`config.mk`:
```
export PLATFORM = sky130hd
export DESIGN_NAME = adder16
export DESIGN_NICKNAME = d
export VERILOG_FILES = /design/src/rtl/adder16_pkg.sv /design/src/rtl/adder16_adder4.sv /design/src/rtl/adder16.sv
export SDC_FILE = /design/constraint.sdc
export NUM_CORES = 1
export LEC_CHECK = 0
export CORE_MARGIN = 1
export CORE_UTILIZATION = 44
export DETAILED_ROUTE_END_ITERATION = 10
export PLACE_DENSITY = 0.81
export RECOVER_POWER = 25
export SYNTH_ARGS = -nofsm -noshare
export SYNTH_HDL_FRONTEND = slang
export SYNTH_SLANG_ARGS = --single-unit
```
`constraint.sdc`:
```
create_clock -name clk -period 0.96 [get_ports clk]
set_input_delay 0.192 -clock clk [delete_from_list [all_inputs] [get_ports clk]]
set_output_delay 0.192 -clock clk [all_outputs]
set_load 0.1 [all_outputs]
```
`src/rtl/adder16_pkg.sv`:
```
// Shared constants and types for the adder16 pipeline stage.
package adder16_pkg;

  localparam int ADDER_W = 16;

  typedef struct packed {
    logic s;
    logic zr;
    logic cy;
    logic p;
    logic v;
  } flags_t;

endpackage

```
`src/rtl/adder16_adder4.sv`:
```
// Structural ripple-carry building blocks: a full adder and a 4-bit slice of four of them.
module fulladder (
  input  logic a,
  input  logic b,
  input  logic cin,
  output logic sum,
  output logic cout
);

  assign sum  = a ^ b ^ cin;
  assign cout = (a & b) | (a & cin) | (b & cin);

endmodule

module adder4 (
  input  logic [3:0] a_i,
  input  logic [3:0] b_i,
  input  logic       c_i,
  output logic [3:0] s_o,
  output logic       c_o
);

  logic [4:0] carry;

  assign carry[0] = c_i;

  for (genvar i = 0; i < 4; i++) begin : g_bit
    fulladder u_fa (
      .a    (a_i[i]),
      .b    (b_i[i]),
      .cin  (carry[i]),
      .sum  (s_o[i]),
      .cout (carry[i+1])
    );
  end

  assign c_o = carry[4];

endmodule

```
`src/rtl/adder16.sv`:
```
// 16-bit registered adder stage: structural ripple chain of four adder4 slices plus ALU status flags.
module adder16
  import adder16_pkg::*;
(
  input  logic               clk,
  input  logic               rst_n,
  input  logic               in_valid,
  input  logic [ADDER_W-1:0] x,
  input  logic [ADDER_W-1:0] y,
  output logic               out_valid,
  output logic [ADDER_W-1:0] z,
  output logic               S,
  output logic               ZR,
  output logic               CY,
  output logic               P,
  output logic               V
);

  localparam int NSLICE = ADDER_W / 4;

  logic [NSLICE:0]    slice_c;
  logic [ADDER_W-1:0] sum_d;
  flags_t             flags_d;

  logic [ADDER_W-1:0] z_q;
  flags_t             flags_q;
  logic               out_valid_q;

  assign slice_c[0] = 1'b0;

  for (genvar k = 0; k < NSLICE; k++) begin : g_slice
    adder4 u_add4 (
      .a_i (x[4*k +: 4]),
      .b_i (y[4*k +: 4]),
      .c_i (slice_c[k]),
      .s_o (sum_d[4*k +: 4]),
      .c_o (slice_c[k+1])
    );
  end

  // Signed overflow: operands agree in sign but the sum does not.
  always_comb begin
    flags_d.s  = sum_d[ADDER_W-1];
    flags_d.zr = ~|sum_d;
    flags_d.cy = slice_c[NSLICE];
    flags_d.p  = ~^sum_d;
    flags_d.v  = (x[ADDER_W-1] & y[ADDER_W-1] & ~sum_d[ADDER_W-1]) |
                 (~x[ADDER_W-1] & ~y[ADDER_W-1] & sum_d[ADDER_W-1]);
  end

  // NOTE: sequential state uses non-blocking (<=) so every register samples pre-edge values.
  always_ff @(posedge clk or negedge rst_n) begin
    if (!rst_n) begin
      z_q         <= '0;
      flags_q     <= '0;
      out_valid_q <= 1'b0;
    end else begin
      out_valid_q <= in_valid;
      if (in_valid) begin
        z_q     <= sum_d;
        flags_q <= flags_d;
      end
    end
  end

  assign out_valid = out_valid_q;
  assign z         = z_q;
  assign S         = flags_q.s;
  assign ZR        = flags_q.zr;
  assign CY        = flags_q.cy;
  assign P         = flags_q.p;
  assign V         = flags_q.v;

endmodule

```
# Word-level counts from Yosys, hierarchy flattened
# Cells that the tools add are included.
# W data, S select, Z words.
dict set report op_classes {
  n_div 0
  bitwise 114
  shift 0
  muxes 0
  add_sub_neg 0
  eq_ne 0
  n_lt_le_gt_ge 0
  multipliers 0
  n_reduce_logical 3
}
# cell count
set ops {}
lappend ops {{$and A1 B1 Y1} 49}
lappend ops {{$or A1 B1 Y1} 31}
lappend ops {{$xor A1 B1 Y1} 31}
lappend ops {{$reduce_or A16 Y1} 1}
lappend ops {{$reduce_xnor A16 Y1} 1}
lappend ops {{$not A1 Y1} 3}
lappend ops {{$logic_not A1 Y1} 1}
dict set report word_totals {
  latch_bits 0
  romBits 0
  register_bits 22
  mem_bits_rw 0
  out_inout_bits 22
  mem_count 0
  input_bits 35
  word_cells 124
}

# Longest topological paths before layout
# Gate-level depths: netlist of the first run.
dict set report logic_depth {
  word_depth 47
  depth_mapped 28
  mapped_depth_nobuf 28
}

# Cells and area by module
# From an unflattened synthesis of the first run, not the netlist that was laid out.
dict set report unflattened {
  cells_unflattened 100
  hier_area_um2 1346.3
}
# mod n_inst seq_area_each_um2 area_per_inst_um2 cells_each
set by_module_without_submodules {}
lappend by_module_without_submodules {adder16 1 525.5 1026.0 84}
lappend by_module_without_submodules {fulladder 16 0.0 20.0 1}

# Least setup slack after synthesis of the first run
# No wires, ideal clock.
dict set report synth_path {
  kind {input to register}
  start {input y[0]}
  end {register flags_q (netlist bit ZR)}
  cell_stages 27
  path_buffers 0
  setup_time_ns 0.083
  arrival_ns 6.161
  t_required_ns 0.877
  slack_ns -5.284
  path_cell_list {ha_1 -> inv_1 -> fa_1 -> fa_1 -> fa_1 -> fa_1 -> fa_1 -> inv_1 -> fa_1 -> inv_1 -> fa_1 -> inv_1 -> fa_1 -> inv_1 -> fa_1 -> inv_1 -> fa_1 -> inv_1 -> fa_1 -> fa_1 -> fa_1 -> inv_1 -> fa_1 -> fa_1 -> nand4b_1 -> or4b_1 -> o21ai_0}
}
# element line_no
set synth_rtl {}
lappend synth_rtl {{from (decl)} adder16.sv:9} ;# input logic [ADDER_W-1:0] y,
lappend synth_rtl {{to (signal assigned)} adder16.sv:61} ;# flags_q <= flags_d;
lappend synth_rtl {{to (decl)} adder16.sv:26} ;# flags_t flags_q;

==> out/results.md, run 1 <==
| Group | Quantity | Value |
| --- | --- | --- |
| sta | Final period util | 632% |
| power and ir drop | Total chip power | 5.78 mW |
| hold path | Hold path startpoint | y[0] |
| synth | Top cells by count, synth | sky130_fd_sc_hd__inv_1 (45), sky130_fd_sc_hd__dfrtp_1 (21), sky130_fd_sc_hd__fa_1 (15) |
| synth | Leading cell type by number of instances after synthesis | sky130_fd_sc_hd__inv_1 |
| synth | Number of nets in the synthesized netlist | 188 |
| synth | Yosys cell types | 18 |
| synth | Combinational family with the most area after synthesis | adder cells |
| synth | Compound-cell area share of the yosys netlist | 1.03% |
| global route | First-pass GRT wire length | 5.66 mm |
| power and ir drop | Combinational share of power | 69.0% |
| synth | Synth warnings | 0 |
| routing | Total DRC errors in the routed layout | 0 |
| worst setup path | Worst Path Class, Setup | primary input to flop |
| floorplanning | Top-level port count | 57 |
| power and ir drop | Power per unit of standard cell area | 2320 nW/um^2 |
| routing | Detailed-routing iteration count for the pre-antenna-repair pass | 4 |
| power and ir drop | Clk pwr share | 7.4% |
| sta | Final Worst Setup Slack | -5.10 ns |
| cts | Bufs on Longest Clock Path | 2 |
| cts | Clk pin slew, worst setup/hold paths | 0.12 ns |
| routing | Detailed-routed wire length on met2 | 1.84 mm |
| synth | Fraction of registers with async set or reset after synthesis | 100% |
| power and ir drop | Maximum resistive drop on vdd | 0.00180 V |
| synth | Mux contribution to synthesized area | 13.0% |
| sta | Number of max-slew violations in the final report | 0 |
| synth | Largest area contributor in the netlist | sky130_fd_sc_hd__dfrtp_1 |
| cells and area | Post-synthesis to final-layout area growth | 71.8% |
| global route | Number of global-route vias before repair | 1269 |
| placement | Number of I/O port buffers | 56 |
| routing | Top sig layer | met4 |
| synth | Summed instance area of the synthesized netlist | 1450 sq um |
| sta | Worst max-slew margin expressed relative to the limit | 65.1% |
| synth | Post-Synth Simple-Gate Area | 2.24% |
| floorplanning | Floorplan Core Area | 3100 sq um |
| floorplanning | Vertical extent of the die | 59.5 microns |
| sta | Slew at the pin closest to its max-slew limit | 0.524 ns |
| cts | Clock tree from TritonCTS | built |
| worst setup path | Maximum fanout along the worst path | 3 |
| floorplanning | Die width | 59.5 microns |
| synth | Post-synthesis cell count | 128 |
| synth | Adder and majority cell fraction of the synthesized area | 29.3% |
| floorplanning | Effective utilization at floorplan | 46.9% |
| global route | Antenna violations before repair | 0 |
| synth | Syn_area_per_cell | 11.4 sq um |
| cts | Clock buffers created by TritonCTS | 3 |
| worst setup path | Highest-delay cell along the critical path | sky130_fd_sc_hd__fa_2 |
| synth | Commonest register cell after synthesis | sky130_fd_sc_hd__dfrtp_1 |
| cts | Clock H-tree levels | 1 |
| worst setup path | Largest stage delay on the critical path | 0.47 ns |
| synth | Largest cells by area after synthesis | sky130_fd_sc_hd__dfrtp_1 (36%), sky130_fd_sc_hd__fa_1 (21%), sky130_fd_sc_hd__inv_1 (12%) |
| cells and area | Fillcell total | 194 |
| sta | Final worst path period need | 6.06 ns |
| power and ir drop | Switching power | 2.79 mW |
| routing | Vias | 1114 |
| synth | Portion of the post-synthesis area used by sequential elements | 36.1% |
| worst setup path | Data arrival time at the worst-slack endpoint | 6.27 ns |
| placement | DP Wirelength | 2.62 mm |
| placement | Final RePlAce weighted congestion | 0.768 |
| sta | Final hold violations | 0 |
| synth | XOR/XNOR share of the synthesized area | 5.16% |
| cts | Total number of clock tree sinks | 21 |
| cts | Clock network latency to the later pin of the worst-skew pair | 0.30 ns |
| worst setup path | Startpoint of the lowest-slack register-to-register path | z[14] |
| cells and area | Final core occ | 80.5% |
| synth | Number of register bits inferred by synthesis | 21 |
| global route | Total GRT Usage | 22.1% |
| worst setup path | Nature of the critical path endpoint | flop |
| cts | CTS hold repair buffers | 0 |
| sta | Final-report setup violation count | 40 |
| worst setup path | Data required time at the worst endpoint | 1.16 ns |
| worst setup path | Launch point of the worst path | x[0] |
| power and ir drop | Static power due to leakage | 1.21 nW |
| power and ir drop | Net switching share of the total power | 48.3% |
| routing | Total wire length | 3.31 mm |
| outcome | Outcome | finished with violations |
| routing | Number of DRC violations after detailed-routing iteration 0 | 15 |
| global route | GRT Residual Overflow | 0 |
| cts | Root Driver | sky130_fd_sc_hd__clkbuf_4 |
| routing | Detailed route wirelength on metal3 | 182 microns |
| outcome | Violations in the final reports | setup timing |
| power and ir drop | Internal Power | 2.99 mW |
| synth | Area share of the largest cell type after synthesis | 36.1% |
| power and ir drop | Relative contribution of sequential cells to total power | 23.7% |
| cells and area | Post-layout nets | 259 |
| sta | RSZ-0062 raised after global routing | true |
| flow run | Max-cap violations | 0 |
| worst setup path | Startpoint types | primary input |
| cells and area | Antenna diode count | 0 |
| sta | Achievable Freq | 165 MHz |
| global route | Maximum number of pins on one net before global-route repair | 22 |
| floorplanning | Die area | 3540 sq um |
| routing | Final routed wire length divided by cell count | 13.7 microns |
| synth | Count of flip-flops with a built-in enable after synthesis | 0 |
| hold path | Hold WC Path Type | primary input to flop |
| worst setup path | Most frequent CP cell | sky130_fd_sc_hd__fa_2 |
| cells and area | Post-route insts no fill | 242 |
| sta | Layout Skew | 0 ns |
| placement | Number of cells after detailed placement | 231 |
| cells and area | Layout cell share with drive strength beyond 1 | 48.5% |
| floorplanning | Number of core rows | 20 |
| routing | Metal-1 WL | 1.20 mm |
| routing | Vias per cell | 4.60 |
| routing | ANT nets after route | 0 |
[layer usage]
metal  vias up  track usage, %
li1        514               -
met5         -               0
met1       549            24.8
met3         9            4.15
met2        42            42.2
met4         0            6.12
[state kept, by name, indices dropped and copies added, names as in the netlist]
register / count
CY: 1
z: 16
P: 1
out_valid: 1
V: 1
ZR: 1
[kinds of logic (layout without fill, tap and decap cells)]
logic type | count (synthesis) | in the layout
buffers and inverters | 49 | 119
adder cells (fa/ha/maj) | 25 | 25
flip-flops | 21 | 21
multiplexers | 18 | 18
XOR/XNOR | 7 | 7
AND/OR/NAND/NOR | 5 | 5
AO/OA/AOI/OAI | 3 | 3
[stage by stage]
step,setup WS (ns),hold WS (ns),instance area [sq um],TNS [ns]
floorplan,-5.00,-0.104,1560,-54.62
finish,-5.10,0.227,2500,-56.51
global placement,-5.68,0.542,2430,-66.88
global route,-5.32,0.219,2500,-59.46
CTS,-5.27,0.219,2510,-60.00
detailed placement,-5.76,0.544,2430,-67.80
[placed cells by master, fill, tap and decap left out]
cell,count
sky130_fd_sc_hd__mux2_4,4
sky130_fd_sc_hd__fa_2,15
sky130_fd_sc_hd__clkdlybuf4s50_1,28
sky130_fd_sc_hd__clkbuf_4,3
sky130_fd_sc_hd__a21oi_1,2
sky130_fd_sc_hd__mux2_2,3
sky130_fd_sc_hd__ha_4,1
sky130_fd_sc_hd__dfrtp_4,2
sky130_fd_sc_hd__or4b_1,1
sky130_fd_sc_hd__buf_12,22
sky130_fd_sc_hd__dlygate4sd2_1,1
sky130_fd_sc_hd__nand4b_1,1
sky130_fd_sc_hd__clkbuf_1,1
sky130_fd_sc_hd__xnor3_1,1
sky130_fd_sc_hd__dfrtp_2,18
sky130_fd_sc_hd__inv_2,10
sky130_fd_sc_hd__dfrtp_1,1
sky130_fd_sc_hd__dlygate4sd3_1,1
sky130_fd_sc_hd__xor2_1,1
sky130_fd_sc_hd__nand4_1,1
sky130_fd_sc_hd__mux2i_1,11
sky130_fd_sc_hd__clkbuf_2,3
sky130_fd_sc_hd__o21ai_1,1
sky130_fd_sc_hd__buf_4,9
sky130_fd_sc_hd__ha_1,9
sky130_fd_sc_hd__inv_1,35
sky130_fd_sc_hd__xnor2_1,5
sky130_fd_sc_hd__buf_6,6
sky130_fd_sc_hd__nor2_1,2
[power by group through the flow]
stage	combinational [mW]	sequential [mW]	clock [mW]
CTS	3.92	1.37	0.435
global placement	3.78	1.38	0
global route	4.18	1.39	0.477
floorplan	1.14	2.71	0
detailed placement	3.84	1.39	0
finish	3.99	1.37	0.426
[what timing repair did]
item | CTS | global route
setup buffers | 6 | 1
setup endpoints to repair | 42 | 40
resized for setup | 18 | 6
pin swaps | 18 | 19
hold endpoints to repair | 0 | 0
[worst max-delay path: cells and delay by family]
kind | cells | cell delay [ns]
AOI/OAI and AO/OA | 1 | 0.09
buffers and inverters | 10 | 0.62
xor gates and xnor gates | 3 | 0.63
adders and majority gates | 16 | 4.73
[path summary, 6_finish.rpt]
path	endpoint	cells past startpoint	slack [ns]
max	P	30	-5.10
min	z[0]	3	0.23
max reg2reg	z[14]	2	0.02
min reg2reg	CY	1	0.57
max in group asynchronous	z[15]	2	0.18
min in group asynchronous	z[1]	2	0.38
[final cells by class]
type / instances / area (sq um) / share of cell area, %
clock buffers: 4 / 26.3 / 1.05
well taps: 44 / 55.1 / 2.20
inverters: 45 / 169 / 6.76
multi-input cells: 58 / 802 / 32.1
repair buffers: 70 / 890 / 35.6
flip-flops and latches: 21 / 556 / 22.2
No activity file was read; power rests on OpenSTA's default activity.
==> inputs of run 2 (changes only) <==
Settings changed: CORE_UTILIZATION 44 to 39, PLACE_DENSITY 0.81 to 0.76.
Clock period 0.96 ns to 5.5 ns, I/O delays scaled along.
==> out/results.md, run 2 (synthesis gave the netlist of run 1 again) <==
| Group | Quantity | Value | Change |
| --- | --- | --- | --- |
| worst setup path | Worst Path Class, Setup | primary input to flop |  |
| worst setup path | Data arrival time at the worst-slack endpoint | 7.12 ns | +0.85 ns |
| power and ir drop | Power per unit of standard cell area | 414 nW/um^2 | -82% |
| routing | Vias per cell | 4.36 | -5.4% |
| worst setup path | Data required time at the worst endpoint | 5.70 ns | +4.54 ns |
| sta | Achievable Freq | 144 MHz |  |
| cells and area | Antenna diode count | 0 | unchanged |
| cells and area | Area of the multi-input gates | 791 sq um | -1.4% |
| sta | Final period util | 126% |  |
| sta | Worst max-slew margin expressed relative to the limit | 34.6% | -30 points |
| power and ir drop | Maximum resistive drop on vdd | 0.000188 V | -90% |
| routing | Total DRC errors in the routed layout | 0 | unchanged |
| global route | First-pass GRT wire length | 5.06 mm | -11% |
| global route | GRT Residual Overflow | 0 | unchanged |
| sta | RSZ-0062 raised after global routing | true |  |
| cts | Clock network latency to the later pin of the worst-skew pair | 0.26 ns | -0.04 ns |
| worst setup path | Largest stage delay on the critical path | 0.47 ns | about the same |
| outcome | Outcome | finished with violations |  |
| routing | Final routed wire length divided by cell count | 12.7 microns | -7.1% |
| floorplanning | Top-level port count | 57 | unchanged |
| routing | Vias | 1015 | -8.9% |
| sta | Final-report setup violation count | 7 | -83% |
| cts | Clock H-tree levels | 1 | unchanged |
| routing | ANT nets after route | 0 | unchanged |
| hold path | Hold WC Path Type | flop to flop |  |
| floorplanning | Number of core rows | 21 | +5.0% |
| hold path | Hold-critical path endpoint | z[0] |  |
| flow run | Max-cap violations | 0 | unchanged |
| floorplanning | Die width | 63.1 microns | +6.0% |
| worst setup path | Reg-to-reg critical path endpoint | z[14] |  |
| worst setup path | Startpoint of the lowest-slack register-to-register path | z[14] |  |
| hold path | Number of instances on the worst hold path | 1 | -2 |
| cts | Total number of clock tree sinks | 21 | unchanged |
| outcome | Violations in the final reports | setup timing |  |
| cts | Bufs on Longest Clock Path | 2 | unchanged |
| sta | Number of max-slew violations in the final report | 0 | unchanged |
| cts | Clk pin slew, worst setup/hold paths | 0.08 ns | -0.04 ns |
| routing | Detailed route wirelength on metal3 | 196 microns | +7.7% |
| global route | Total GRT Usage | 16.4% | -5.7 points |
| global route | Maximum number of pins on one net before global-route repair | 25 | +14% |
| global route | Number of global-route vias before repair | 1145 | -9.8% |
| sta | Final Worst Setup Slack | -1.43 ns | +3.68 ns |
| cells and area | Largest register FFs | 16 | unchanged |
| sta | Slew at the pin closest to its max-slew limit | 0.978 ns | +0.454 ns |
| cts | Clock tree from TritonCTS | built |  |
| cts | CTS hold repair buffers | 0 | unchanged |
| hold path | Hold path startpoint | z[0] |  |
| placement | Number of I/O port buffers | 56 | unchanged |
| sta | Final hold violations | 0 | unchanged |
| routing | Detailed-routed wire length on met2 | 1.56 mm | -15% |
| worst setup path | Reg-to-reg setup timing slack | 4.71 ns | +4.69 ns |
| placement | Number of cells after detailed placement | 228 | -1.3% |
| worst setup path | Highest-delay cell along the critical path | sky130_fd_sc_hd__fa_2 |  |
| global route | Antenna violations before repair | 0 | unchanged |
| cells and area | Area taken by flip-flops and latches | 526 sq um | -5.4% |
| sta | Final worst path period need | 6.93 ns |  |
| cts | Clock buffers created by TritonCTS | 3 | unchanged |
| floorplanning | Die area | 3980 sq um | +12% |
| routing | Total wire length | 2.96 mm | -11% |
| floorplanning | Effective utilization at floorplan | 42.2% | -4.6 points |
| worst setup path | Most frequent CP cell | sky130_fd_sc_hd__fa_2 |  |
| worst setup path | Worst reg2reg path depth | 1 | -1 |
| power and ir drop | Static power due to leakage | 1.05 nW | -13% |
| cells and area | Post-layout nets | 248 | -4.2% |
| placement | Final RePlAce weighted congestion | 0.795 | +3.5% |
| worst setup path | Nature of the critical path endpoint | flop |  |
| worst setup path | Bufs and invs on worst path | 9 | -1 |
| cells and area | Post-synthesis to final-layout area growth | 49.6% |  |
| routing | Number of DRC violations after detailed-routing iteration 0 | 51 | +36 |
| cells and area | Post-route insts no fill | 233 | -3.7% |
| cells and area | Most common cell after layout, fill and taps aside | sky130_fd_sc_hd__clkdlybuf4s50_1 |  |
| worst setup path | Maximum fanout along the worst path | 3 | unchanged |
| worst setup path | Startpoint types | primary input |  |
| cells and area | Highest-count cells in the layout ignoring fill and taps | sky130_fd_sc_hd__clkdlybuf4s50_1 (50), sky130_fd_sc_hd__inv_1 (36), sky130_fd_sc_hd__dfrtp_1 (21), sky130_fd_sc_hd__fa_2 (15), sky130_fd_sc_hd__mux2i_1 (11) |  |
| routing | Top sig layer | met4 |  |
| floorplanning | Floorplan Core Area | 3440 sq um | +11% |
| sta | Accumulated negative setup slack | -6.82 ns | +49.70 ns |
| routing | Detailed-routing iteration count for the pre-antenna-repair pass | 4 | unchanged |
| cells and area | Layout cell share with drive strength beyond 1 | 21.4% | -27 points |
| cts | Root Driver | sky130_fd_sc_hd__clkbuf_8 |  |
| placement | DP Wirelength | 2.40 mm | -8.4% |
| cells and area | Fillcell total | 275 | +42% |
| routing | Metal-1 WL | 1.17 mm | -2.6% |
| sta | Layout Skew | 0 ns | unchanged |
| worst setup path | Cell family with the largest share of critical-path delay | adder cells |  |
| floorplanning | Vertical extent of the die | 63.1 microns | +6.0% |
==> run 2: changes by cell type in the layout (fill, tap and decap cells not counted), sizes merged <==
cell | before | now
clkdlybuf4s50 | 28 | 50
dlygate4sd2 | 1 | 2
dlygate4sd3 | 1 | 2
clkbuf | 7 | 4
buf | 37 | 5
==> run 2: where the power goes <==
| part | internal [mW] | switching [mW] |
|---|---|---|
| clock | 0.0518 | 0.0521 |
| combinational | 0.200 | 0.389 |
| sequential | 0.189 | 0.0190 |
==> run 2: cell type report <==
class                      instances  area share, %
timing repair buffer              59           27.0
sequential                        21           24.2
inverter                          45           7.77
tap                               46           2.65
multi-input combinational         58           36.4
clock buffer                       4           2.07
==> run 2: routing by layer <==
metal / track usage, % / vias to the layer above
li1: - / 492
met1: 20.1 / 477
met2: 28.5 / 43
met3: 3.80 / 3
met4: 4.94 / 0
met5: 0 / -
==> run 2: per-stage QoR <==
stage	worst slack (ns)	util [%]	hold WS, ns	power, mW	area (sq um)
3_5_place_dp	-2.17	61.5	0.504	0.795	2120
6_report	-1.43	63.2	0.515	0.900	2170
3_3_place_gp	-2.07	61.5	0.491	0.782	2120
2_1_floorplan	-1.37	-	0.804	0.653	1510
5_1_grt	-1.65	63.2	0.542	0.939	2170
4_1_cts	-1.47	62.8	0.521	0.903	2160
==> run 2: worst max path at each step <==
stage | startpoint | to | slack, ns | depth (start not counted)
2_1_floorplan | y[0] | ZR | -1.37 | 27
3_3_place_gp | y[0] | ZR | -2.07 | 28
3_5_place_dp | y[0] | ZR | -2.17 | 28
4_1_cts | y[0] | ZR | -1.47 | 28
5_1_grt | y[0] | ZR | -1.65 | 28
6_report | y[0] | ZR | -1.43 | 28
==> run 2: what timing repair did <==
| item | CTS | global route |
|---|---|---|
| buffers inserted | 0 | 1 |
| setup endpoints to repair | 9 | 8 |
| gates resized for setup | 13 | 2 |
| pin swaps | 8 | 1 |
